`config.mk`:
```
export PLATFORM = sky130hd
export DESIGN_NAME = if_stage_flat
export DESIGN_NICKNAME = d
export VERILOG_FILES = /design/src/rtl/if_stage_if.sv /design/src/rtl/if_stage.sv /design/src/flat_wrapper.sv
export SDC_FILE = /design/constraint.sdc
export NUM_CORES = 1
export LEC_CHECK = 0
export ABC_AREA = 1
export BUFFER_PORTS_ARGS = -buffer_cell sky130_fd_sc_hd__buf_4
export CORE_ASPECT_RATIO = 1.1
export CORE_UTILIZATION = 25
export DETAILED_ROUTE_END_ITERATION = 6
export PLACE_DENSITY = 0.5
export SYNTH_ARGS = -nofsm -noshare
export SYNTH_HDL_FRONTEND = slang
export SYNTH_SLANG_ARGS = --single-unit
```
`constraint.sdc`:
```
create_clock -name clk -period 6.3 [get_ports clk]
set_input_delay 0.63 -clock clk [delete_from_list [all_inputs] [get_ports clk]]
set_output_delay 0.63 -clock clk [all_outputs]
set_load 0.005 [all_outputs]
```
`src/rtl/if_stage_if.sv`:
```
`default_nettype none
// ============================================================================
//  Module      : if_stage_if
//  Description : Instruction-memory fetch bus (request/ready handshake).
//  Revision    : 1.0 - initial release
// ============================================================================
interface if_stage_if;
    logic        req;
    logic [31:0] addr;
    logic        ready;
    logic [31:0] rdata;

    modport master (output req, output addr, input ready, input rdata);
    modport slave  (input req, input addr, output ready, output rdata);
endinterface
`default_nettype wire

```
`src/rtl/if_stage.sv`:
```
`default_nettype none
// ============================================================================
//  Module      : if_stage
//  Description : MIPS instruction-fetch stage with PC, IF/ID register and
//                a one-entry skid buffer for fetches completing under stall.
//  Revision    : 1.0 - initial release
// ============================================================================
module if_stage #(
    parameter logic [31:0] RESET_PC  = 32'h0000_0000,
    parameter logic [31:0] NOP_INSTR = 32'h0000_0000
) (
    input  wire logic        clk,
    input  wire logic        rst,
    input  wire logic        stall_i,
    input  wire logic        flush_i,
    input  wire logic        redirect_valid_i,
    input  wire logic [31:0] redirect_pc_i,
    if_stage_if.master       imem,
    output logic [31:0]      pc_o,
    output logic             if_id_valid_o,
    output logic [31:0]      if_id_instr_o,
    output logic [31:0]      if_id_pc4_o,
    output logic [31:0]      fetch_count_o
);

    typedef enum logic [1:0] {
        S_BOOT  = 2'd0,
        S_FETCH = 2'd1,
        S_HOLD  = 2'd2
    } state_t;

    state_t      state_q;
    logic        req_q;
    logic [31:0] pc_q;
    logic        valid_q;
    logic [31:0] instr_q;
    logic [31:0] pc4_q;
    logic [31:0] count_q;
    logic [31:0] skid_instr_q;
    logic [31:0] skid_pc4_q;

    logic [31:0] w_pc_inc;

    assign w_pc_inc      = pc_q + 32'd4;
    assign imem.req      = req_q;
    assign imem.addr     = pc_q;
    assign pc_o          = pc_q;
    assign if_id_valid_o = valid_q;
    assign if_id_instr_o = instr_q;
    assign if_id_pc4_o   = pc4_q;
    assign fetch_count_o = count_q;

    always_ff @(posedge clk or posedge rst) begin
        if (rst) begin
            state_q      <= S_BOOT;
            req_q        <= 1'b0;
            pc_q         <= RESET_PC;
            valid_q      <= 1'b0;
            instr_q      <= NOP_INSTR;
            pc4_q        <= 32'd0;
            count_q      <= 32'd0;
            skid_instr_q <= NOP_INSTR;
            skid_pc4_q   <= 32'd0;
        end else if (redirect_valid_i) begin
            // Redirect wins over stall: any response this cycle and the skid are dropped.
            pc_q    <= redirect_pc_i & ~32'd3;
            valid_q <= 1'b0;
            instr_q <= NOP_INSTR;
            pc4_q   <= 32'd0;
            state_q <= S_FETCH;
            req_q   <= 1'b1;
        end else begin
            case (state_q)
                S_BOOT: begin
                    state_q <= S_FETCH;
                    req_q   <= 1'b1;
                    if (flush_i) begin
                        valid_q <= 1'b0;
                        instr_q <= NOP_INSTR;
                        pc4_q   <= 32'd0;
                    end
                end
                S_FETCH: begin
                    if (flush_i) begin
                        // Squashed fetch is still consumed so the PC moves past it.
                        valid_q <= 1'b0;
                        instr_q <= NOP_INSTR;
                        pc4_q   <= 32'd0;
                        if (imem.ready) begin
                            pc_q <= w_pc_inc;
                        end
                    end else if (imem.ready) begin
                        if (stall_i) begin
                            skid_instr_q <= imem.rdata;
                            skid_pc4_q   <= w_pc_inc;
                            state_q      <= S_HOLD;
                            req_q        <= 1'b0;
                        end else begin
                            valid_q <= 1'b1;
                            instr_q <= imem.rdata;
                            pc4_q   <= w_pc_inc;
                            pc_q    <= w_pc_inc;
                            count_q <= count_q + 32'd1;
                        end
                    end else if (!stall_i) begin
                        valid_q <= 1'b0;
                    end
                end
                S_HOLD: begin
                    if (flush_i) begin
                        valid_q <= 1'b0;
                        instr_q <= NOP_INSTR;
                        pc4_q   <= 32'd0;
                        pc_q    <= w_pc_inc;
                        state_q <= S_FETCH;
                        req_q   <= 1'b1;
                    end else if (!stall_i) begin
                        valid_q <= 1'b1;
                        instr_q <= skid_instr_q;
                        pc4_q   <= skid_pc4_q;
                        pc_q    <= w_pc_inc;
                        count_q <= count_q + 32'd1;
                        state_q <= S_FETCH;
                        req_q   <= 1'b1;
                    end
                end
                default: begin
                    state_q <= S_BOOT;
                    req_q   <= 1'b0;
                end
            endcase
        end
    end

endmodule
`default_nettype wire

```
`src/flat_wrapper.sv`:
```
// flat-port wrapper written by rule: the top's interface ports become plain ports
module if_stage_flat 
#(
    parameter logic [31:0] RESET_PC  = 32'h0000_0000,
    parameter logic [31:0] NOP_INSTR = 32'h0000_0000
)
  (clk, rst, stall_i, flush_i, redirect_valid_i, redirect_pc_i, pc_o, if_id_valid_o, if_id_instr_o, if_id_pc4_o, fetch_count_o, imem_req, imem_addr, imem_ready, imem_rdata);
  if_stage_if imem_i ();
  input  wire logic clk;
  input  wire logic rst;
  input  wire logic stall_i;
  input  wire logic flush_i;
  input  wire logic redirect_valid_i;
  input  wire logic [31:0] redirect_pc_i;
  output logic [31:0] pc_o;
  output logic if_id_valid_o;
  output logic [31:0] if_id_instr_o;
  output logic [31:0] if_id_pc4_o;
  output logic [31:0] fetch_count_o;
  output wire logic [$bits(imem_i.req)-1:0] imem_req;
  output wire logic [$bits(imem_i.addr)-1:0] imem_addr;
  input wire logic [$bits(imem_i.ready)-1:0] imem_ready;
  input wire logic [$bits(imem_i.rdata)-1:0] imem_rdata;
  assign imem_req = imem_i.req;
  assign imem_addr = imem_i.addr;
  assign imem_i.ready = imem_ready;
  assign imem_i.rdata = imem_rdata;
  if_stage #(.RESET_PC(RESET_PC), .NOP_INSTR(NOP_INSTR)) u_core (.clk(clk), .rst(rst), .stall_i(stall_i), .flush_i(flush_i), .redirect_valid_i(redirect_valid_i), .redirect_pc_i(redirect_pc_i), .imem(imem_i), .pc_o(pc_o), .if_id_valid_o(if_id_valid_o), .if_id_instr_o(if_id_instr_o), .if_id_pc4_o(if_id_pc4_o), .fetch_count_o(fetch_count_o));
endmodule
```
==> results of run 1 <==
-- final timing paths --
| kind | depth (start not counted) | to | start | slack [ns] |
|---|---|---|---|---|
| max | 12 | u_core.if_id_instr_o[6] | u_core.state_q[1] | 3.08 |
| min | 2 | u_core.skid_instr_q[26] | rst | 0.16 |
| max reg2reg | 12 | u_core.if_id_instr_o[6] | u_core.state_q[1] | 3.08 |
| min reg2reg | 2 | u_core.if_id_pc4_o[22] | u_core.if_id_pc4_o[22] | 0.48 |
| max in group asynchronous | 3 | u_core.imem.addr[20] | rst | 4.79 |
| min in group clk | 3 | u_core.skid_instr_q[1] | imem_rdata[1] | 0.40 |
-- layer usage --
layer,share of wire [%],wire (um),track usage [%],vias up
met5,0,0,0,-
met4,1.5,483,5.24,0
li1,-,-,-,4486
met1,44,14000,20.4,4250
met2,48,15100,26.4,228
met3,6.1,1910,3.93,22
-- sequential cells by signal, summed over array words and instances, names as in the netlist --
| signal | cells |
|---|---|
| u_core.fetch_count_o | 32 |
| u_core.if_id_instr_o | 32 |
| u_core.skid_instr_q | 32 |
| u_core.if_id_pc4_o | 31 |
| u_core.imem.addr | 30 |
| u_core.skid_pc4_q | 30 |
| u_core.state_q | 2 |
| u_core.if_id_valid_o | 1 |
-- cell usage after synthesis (2+ instances only) --
library cell               instances
sky130_fd_sc_hd__inv_2             5
sky130_fd_sc_hd__clkbuf_1         15
sky130_fd_sc_hd__o22ai_1           3
sky130_fd_sc_hd__buf_2            21
sky130_fd_sc_hd__nand3b_1          8
sky130_fd_sc_hd__o211ai_1          5
sky130_fd_sc_hd__inv_1            93
sky130_fd_sc_hd__nand2_1         605
sky130_fd_sc_hd__nor2_2            5
sky130_fd_sc_hd__ha_1              6
sky130_fd_sc_hd__buf_4            45
sky130_fd_sc_hd__nor3_1           10
sky130_fd_sc_hd__a21oi_1           3
sky130_fd_sc_hd__nand3_1          30
sky130_fd_sc_hd__xnor2_1           4
sky130_fd_sc_hd__o31ai_1           2
sky130_fd_sc_hd__nor2_4            5
sky130_fd_sc_hd__nand2_2           3
sky130_fd_sc_hd__nor2_1           95
sky130_fd_sc_hd__o21ai_0          95
sky130_fd_sc_hd__and2_1            5
sky130_fd_sc_hd__dfrtp_1         190
sky130_fd_sc_hd__xor2_1           30
sky130_fd_sc_hd__o21ai_1          43
sky130_fd_sc_hd__nor3_2            4
sky130_fd_sc_hd__buf_1             4
sky130_fd_sc_hd__nand4_1           3
sky130_fd_sc_hd__a22oi_1           3
-- cell type report --
| class | instances | area (um2) | area share, % |
|---|---|---|---|
| clock inverter | 13 | 141 | 1.14 |
| inverter | 98 | 375 | 3.01 |
| tap | 507 | 634 | 5.09 |
| sequential | 190 | 4750 | 38.2 |
| clock buffer | 19 | 443 | 3.56 |
| multi-input combinational | 979 | 4350 | 34.9 |
| timing repair buffer | 234 | 1760 | 14.1 |
-- power by group --
group | leakage (nW) | total, mW | internal (mW) | switching, mW
sequential | 2.45 | 2.01 | 1.62 | 0.382
clock | 0.268 | 1.11 | 0.596 | 0.511
combinational | 3.67 | 2.04 | 0.823 | 1.21
-- worst register-to-register path, stage by stage (launching register included) --
cell                      delay [ns]
sky130_fd_sc_hd__dfrtp_1        0.39
sky130_fd_sc_hd__inv_1          0.12
sky130_fd_sc_hd__ha_1           0.20
sky130_fd_sc_hd__buf_4          0.46
sky130_fd_sc_hd__nor2_1         0.15
sky130_fd_sc_hd__nand2_1        0.12
sky130_fd_sc_hd__o21ai_1        0.11
sky130_fd_sc_hd__nor2_1         0.21
sky130_fd_sc_hd__inv_2          0.08
sky130_fd_sc_hd__nor2_4         0.62
sky130_fd_sc_hd__buf_4          0.52
sky130_fd_sc_hd__nand2_1        0.12
sky130_fd_sc_hd__nand2_1        0.08
-- kinds of logic (layout without fill, tap and decap cells) --
logic type | after synthesis | after routing | share of synthesized area, %
adder cells (fa/ha/maj) | 6 | 6 | 0.752
buffers and inverters | 185 | 364 | 9.00
AND/OR/NAND/NOR | 777 | 777 | 31.3
XOR/XNOR | 34 | 34 | 2.98
flip-flops | 190 | 190 | 47.6
AO/OA/AOI/OAI | 158 | 158 | 8.34
other | 1 | 4 | 0.0376
==> results by stage, run 1 <==
Finish:
- In the final layout, the share of cells above drive strength 1 is 19.1%.
- The commonest non-fill, non-tap cell in the layout is sky130_fd_sc_hd__nand2_1.
- The finished layout holds 2040 standard cells, fillers aside.
- Relative to the synthesized area, the layout overhead comes to 24.7%.
- With fillers left out, the area of the finished cells amounts to 12500 um2.
- The number of fill cells is 4205.
- 0 antenna diodes ended up in the layout.
- The top cell types in the final layout, fill and taps aside, are sky130_fd_sc_hd__nand2_1 (605), sky130_fd_sc_hd__buf_4 (234), sky130_fd_sc_hd__dfrtp_1 (190).
- The net count of the finished layout is 1596.
- The final core area utilization is 31.7%.

Clocking:
- TritonCTS created 17 clock buffers.
- The cell sitting at the root of the clock tree is a sky130_fd_sc_hd__clkbuf_16.
- After clock tree synthesis, the repair step resized 0 gates.
- The number of setup buffers added after CTS is 0.
- The number of hold buffers added after CTS was 0.
- TritonCTS built the clock tree.
- The clock-pin slew on the worst setup and hold paths is 0.07 ns.
- Counting along the longest clock path gives a buffer depth of 2.
- The H-tree was split into 4 levels.
- For the worst-skew pair, the clock arrives at the later sink with an insertion delay of 0.46 ns.
- Counting every sink on the clock net gives 190.

Global route:
- The first global-routing pass estimated 49.4 mm of wire.
- The number of global-route vias before repair is 8715.
- Global routing finished with a remaining overflow of 0.
- Entering global routing, the biggest net connects 77 pins.
- The overall global routing resource usage is 16.0%.
- The initial antenna violation count is 0.

Floorplanning:
- The standard-cell row count is 76.
- From left edge to right edge, the die measures 193 um.
- The area of the die is 40700 um2.
- The number of top-level pins is 232.
- The core region area is 39300 um2.
- Once the floorplan was initialized, standard cells occupied 25.4% of the core.
- The vertical die dimension is 212 um.

Critical path:
- The endpoint class of the critical path is a register.
- The number of buffers and inverters on the critical path is 4.
- Grouping stages by cell kind, the critical path spends the most delay in simple AND/OR/NAND/NOR gates.
- The library cell contributing the largest single delay on the critical path is sky130_fd_sc_hd__nor2_4.
- The required time of the worst setup path is 6.69 ns.
- The data arrival at the endpoint of the critical path is 3.60 ns.
- In this design, the critical path's most frequently occurring cell is sky130_fd_sc_hd__nand2_1.
- The kind of start point of the critical path is a register.
- The path type of the worst setup path is reg -> reg.
- The signal on the critical path passes through inv_1, ha_1, buf_4, nor2_1, nand2_1, o21ai_1, nor2_1, inv_2, nor2_4, buf_4, nand2_1, nand2_1.
- Along the worst path, the maximum fanout reaches 37.
- In this design, the stage delay of the slowest critical-path cell is 0.62 ns.

Logic synthesis:
- Summed over all instances, the cell type with the most area after synthesis is sky130_fd_sc_hd__dfrtp_1.
- The number of different library cells used by synthesis comes to 39.
- The post-synth design cell area is 9990 um2.
- In the synthesized netlist the async set-or-reset flop fraction comes to 100%.
- The dominant register cell in the synthesized netlist is sky130_fd_sc_hd__dfrtp_1.
- The cell count after synthesis is 1351.
- The Yosys step of the flow raised 0 warnings.
- The post-synthesis average cell area is 7.39 um2.
- The synthesized flop and latch total is 190.
- In the post-synthesis netlist, the biggest area contributors are sky130_fd_sc_hd__dfrtp_1 (48%), sky130_fd_sc_hd__nand2_1 (23%), sky130_fd_sc_hd__o21ai_0 (4.8%), sky130_fd_sc_hd__nor2_1 (3.6%), sky130_fd_sc_hd__inv_1 (3.5%).
- The proportion of synthesized chip area in sequential cells is 47.6%.
- After synthesis, the largest area contributor takes up 47.6% of total cell area.
- Counting flops with a built-in enable in the synthesized netlist gives 0.

Placed design:
- The count of placed standard cells including taps is 2008.
- The number of port buffers is 225.
- The weighted congestion reported at the end of routability-driven placement is 0.846.
- The final HPWL from detailed placement is 21.6 mm.
- The placed standard-cell area is 11900 um2.
- The pre-CTS setup slack is 2.79 ns.

Drt:
- The detailed router finished its first iteration with 488 violations.
- Dividing the detail-routed wire length by the instance count gives 15.4 um.
- Before antenna repair, the detailed router went through 7 iterations.
- The routed via count is 8986.
- Wires add up to 31.5 mm.
- Once detail routing completed, the nets flagged for antenna violations numbered 0.
- In the routed design, unresolved DRC markers number 39.
- The detailed-route vias per instance is 4.40.

Timing:
- The transition time of the tightest slew-check pin is 1.03 ns.
- Clock skew on the completed layout was measured at 0.0111 ns.
- The worst path uses 51.1% of the clock period.
- The tightest hold path in the finished design has a slack of 0.155 ns.
- In the final timing run, aggregate negative setup slack is 0 ns.
- Derived from the worst setup path, the maximum achievable clock frequency is 311 MHz.
- The number of pins exceeding their max-slew limit in the final report is 0.
- Setup violations remaining at the end of the flow were counted as 0.
- Setup repair after global routing left no endpoint under its margin.
- In this run the tightest slew margin relative to its limit is 30.9%.
- Subtracting the final worst setup slack from the clock period gives 3.22 ns.
- The count of endpoints failing hold in the final timing report is 0.
- Setup slack closes at 3.08 ns.

Power:
- The total leakage power is 6.40 nW.
- For this design the ratio of total power to cell area is 413 nW/um2.
- The worst-case IR drop observed on VDD is 0.000214 V.
- The total power of the final layout is 5.15 mW.

Status:
- The flow ran to the end, but the final reports show violations.
- The final reports fail on DRC.

Worst hold path:
- In this run the worst hold path is classified as in -> async.

Flow run:
- The total of max-cap violations is 0.
(Power assumes the default switching activity.)
==> run 2, diff against run 1 <==
--- a/config.mk
+++ b/config.mk
@@ -10,7 +10,7 @@
 export CORE_ASPECT_RATIO = 1.1
 export CORE_UTILIZATION = 25
 export DETAILED_ROUTE_END_ITERATION = 6
-export PLACE_DENSITY = 0.5
+export PLACE_DENSITY = 0.52
 export SYNTH_ARGS = -nofsm -noshare
 export SYNTH_HDL_FRONTEND = slang
 export SYNTH_SLANG_ARGS = --single-unit
==> constraint.sdc (replaced) <==
create_clock -name clk -period 2.85 [get_ports clk]
set_input_delay 0.285 -clock clk [delete_from_list [all_inputs] [get_ports clk]]
set_output_delay 0.285 -clock clk [all_outputs]
set_load 0.005 [all_outputs]
==> run 2 against run 1 <==
Net effect: clock skew up 0.00066 ns; combinational power up 120%; die area unchanged; final area up 1.0%; final cell count up 0.59%; critical path type unchanged; worst hold slack worse by 0.11 ns; the flow still finishes with violations (DRC); global-route usage down 0.077 points; highest routed layer unchanged.
==> results by stage, run 2 (synthesis gave the netlist of run 1 again) <==
Worst hold path:
- The worst min-delay path class is in -> reg (was in -> async).
- The instance count along the most critical hold path is 3.

Critical path:
- The delay of the slowest cell on the worst path is 0.46 ns (was 0.62 ns).
- The required time of the worst setup path is 3.25 ns (was 6.69 ns).
- The endpoint class of the critical path is a register (unchanged).
- Worst path cell trace: inv_1, ha_2, nor2_1, nand2_1, o21ai_1, nor2_1, inv_2, nor2_4, buf_4, nand2_1, nand2_1 (was inv_1, ha_1, buf_4, nor2_1, nand2_1, o21ai_1, nor2_1, inv_2, nor2_4, buf_4, nand2_1, nand2_1).
- The minimum setup slack among reg-to-reg paths is 0.35 ns (was 3.08 ns).
- The number of cells on the worst reg-to-reg path came to 11 (was 12).
- The data arrival at the endpoint of the critical path is 2.90 ns (was 3.60 ns).
- The kind of start point of the critical path is a register (unchanged).
- The library cell contributing the largest single delay on the critical path is sky130_fd_sc_hd__buf_4 (was sky130_fd_sc_hd__nor2_4).
- The cell seen most often among critical-path stages is sky130_fd_sc_hd__nand2_1 (unchanged).
- The maximum fanout along the worst path is 33 (was 37).
- The path type of the worst setup path was reg -> reg (unchanged).

Finish:
- The commonest non-fill, non-tap cell in the layout was sky130_fd_sc_hd__nand2_1 (unchanged).
- The number of nets in the layout is 1607 (was 1596).
- The area used by multi-input combinational logic is 4360 um2 (was 4350 um2).
- The share of layout cells above drive strength 1 is 19.7% (was 19.1%).
- The sequential cell area in the final layout came to 4750 um2 (unchanged).
- The number of fill cells is 4266 (was 4205).
- The number of cells in the finished layout apart from fillers came to 2052 (was 2040).
- Most frequent cells in the layout: sky130_fd_sc_hd__nand2_1 (605), sky130_fd_sc_hd__buf_4 (240), sky130_fd_sc_hd__dfrtp_1 (190) (was sky130_fd_sc_hd__nand2_1 (605), sky130_fd_sc_hd__buf_4 (234), sky130_fd_sc_hd__dfrtp_1 (190)).
- The signed area change from the synthesized netlist to the final layout was 26.0% (was 24.7%).

Timing:
- The worst-case hold slack is 0.0446 ns (was 0.155 ns).
- The ratio of final minimum period to clock period was 87.7% (was 51.1%).
- Unrepaired setup endpoints after global routing: no (unchanged).
- The clock tree skew after final layout was 0.0118 ns (was 0.0111 ns).
- The sum of negative setup slack is 0 ns (unchanged).
- The highest clock rate came to 400 MHz (was 311 MHz).
- The worst relative slew slack is 30.9% (about the same).
- The transition time of the tightest slew-check pin is 1.04 ns (was 1.03 ns).
- The count of endpoints failing hold in the final timing report is 0 (unchanged).
- The time the worst path needs with I/O delays and setup is 2.50 ns (was 3.22 ns).
- The final number of setup-violating endpoints was 0 (unchanged).
- The number of pins exceeding their max-slew limit in the final report is 0 (unchanged).

Clocking:
- The clock-pin slew on the worst setup and hold paths was 0.07 ns (about the same).
- The CTS tree is done (unchanged).
- The number of H-tree branching levels is 4 (unchanged).
- The clock insertion delay at the later pin of the skew report came to 0.46 ns (about the same).
- The cell at the root of the clock tree is sky130_fd_sc_hd__clkbuf_16 (unchanged).
- The number of clock buffers inserted by TritonCTS is 17 (unchanged).
- The buffer count from post-CTS setup fixing came to 0 (unchanged).
- The count of clock tree sinks came to 190 (unchanged).
- The buffer depth of the longest clock path came to 2 (unchanged).

Power:
- The switching part of the total power is 40.8% (was 40.9%).
- The clock power share is 21.6% (was 21.5%).
- The power per cell area is 912 nW/um2 (was 413 nW/um2).
- The total leakage power is 6.47 nW (was 6.40 nW).
- The cell-internal power is 6.79 mW (was 3.04 mW).
- The share of power burned in combinational logic was 39.7% (was 39.6%).
- The power spent charging and discharging nets came to 4.68 mW (was 2.11 mW).
- The worst ir drop on vdd is 0.000646 V (was 0.000214 V).
- The total power of the final layout is 11.5 mW (was 5.15 mW).
- The power share of the sequential group was 38.7% (was 38.9%).

Global route:
- The met2 usage in global routing is 26.4% (about the same).
- The most utilized layer in the global route result is met2 (unchanged).
- The number of global-route vias before repair was 8912 (was 8715).
- The overall global routing resource usage is 15.9% (was 16.0%).
- The initial antenna violation count was 0 (unchanged).
- The routing usage on met1 is 19.8% (was 20.4%).
- The largest net degree at the start of global routing is 73 (was 77).
- The routing usage on met3 was 4.00% (was 3.93%).
- The global-route wire length before repair is 49.5 mm (was 49.4 mm).
- The global-route congestion overflow total is 0 (unchanged).

Flow run:
- The total of max-cap violations is 0 (unchanged).

Floorplanning:
- The core region area is 39300 um2 (unchanged).
- The number of top-level pins was 232 (unchanged).
- The standard-cell row count is 76 (unchanged).
- The vertical die dimension is 212 um (unchanged).
- The die boundary width is 193 um (unchanged).
- The area of the die is 40700 um2 (unchanged).
- The effective utilization at floorplan is 25.4% (unchanged).

Placed design:
- The weighted congestion reported at the end of routability-driven placement was 0.872 (was 0.846).
- The number of port buffers came to 225 (unchanged).
- The count of placed standard cells including taps is 2017 (was 2008).
- The final HPWL from detailed placement is 22.1 mm (was 21.6 mm).

Drt:
- The remaining antenna violation count came to 0 (unchanged).
- The detailed-route vias per instance is 4.42 (was 4.40).
- The number of DRC violations after detailed routing is 80 (was 39).
- The routed via count is 9079 (was 8986).
- The DRC marker count from the first detailed-route iteration came to 589 (was 488).
- The total wirelength of the detailed-routed design came to 31.6 mm (was 31.5 mm).
- The first-pass iteration count of the detailed router is 7 (unchanged).
- The average wire length per cell after detail routing was 15.4 um (about the same).

Status:
- Failing checks: DRC (unchanged).
- Result of the run: finished with violations (unchanged).
## run 2: changes by cell type in the layout (fill, tap and decap cells not counted), moves of 2 or more
| cell | change |
|---|---|
| sky130_fd_sc_hd__inv_6 | +2 |
| sky130_fd_sc_hd__buf_4 | +6 |
| sky130_fd_sc_hd__clkinvlp_4 | -3 |
| sky130_fd_sc_hd__buf_12 | +3 |
## run 2: worst max-delay path: cells and delay by family (launching register included)
| kind | cells | cell delay (ns) |
|---|---|---|
| simple gates | 6 | 0.98 |
| buf+inv | 3 | 0.71 |
| flops | 1 | 0.43 |
| fa+ha+maj | 1 | 0.19 |
| compound gates | 1 | 0.10 |
## run 2: path summary, 6_finish.rpt
check                                       from                 endpoint
setup / recovery               u_core.state_q[0]   u_core.if_id_pc4_o[19]
hold / removal                     imem_rdata[2]   u_core.skid_instr_q[2]
setup reg to reg               u_core.state_q[0]   u_core.if_id_pc4_o[19]
hold reg to reg            u_core.skid_pc4_q[19]    u_core.skid_pc4_q[19]
max in group asynchronous                    rst  u_core.if_id_instr_o[5]
min in group asynchronous                    rst    u_core.if_id_pc4_o[9]
## run 2: area by class of cell
cell class,count,share of cell area [%]
Tap cell,507,5.04
Inverter,98,2.95
Clock buffer,20,3.63
Sequential cell,190,37.8
Clock inverter,12,1.06
Multi-Input combinational cell,980,34.6
Timing Repair Buffer,244,14.9
Antenna cell,1,0.0199
## run 2: metal layers
layer  vias to the layer above  share of wire, %
met5                         -                 0
met4                         0               2.1
met3                        30               5.4
met2                       219                48
met1                      4315                45
li1                       4515                 -
## run 2: power groups by stage
stage / clock [mW] / combinational (mW) / sequential (mW)
2_1_floorplan: 0 / 2.88 / 4.27
3_3_place_gp: 0 / 4.55 / 4.46
3_5_place_dp: 0 / 4.61 / 4.48
4_1_cts: 2.57 / 4.63 / 4.44
5_1_grt: 2.68 / 5.21 / 4.58
6_report: 2.48 / 4.56 / 4.44
## run 2: stage by stage
stage	worst slack [ns]	instance area, um2	util (%)
3_3_place_gp	0.252	12000	30.5
5_1_grt	0.0968	12600	32.0
3_5_place_dp	0.133	12000	30.5
2_1_floorplan	0.117	10000	-
6_report	0.350	12600	32.0
4_1_cts	0.115	12600	32.0
## run 2: timing repair
item                                    4_1_cts  5_1_grt
hold endpoints to repair                     20        0
hold buffers                                  1        0
endpoints found under the setup margin        0       33
resized for setup                             0        0
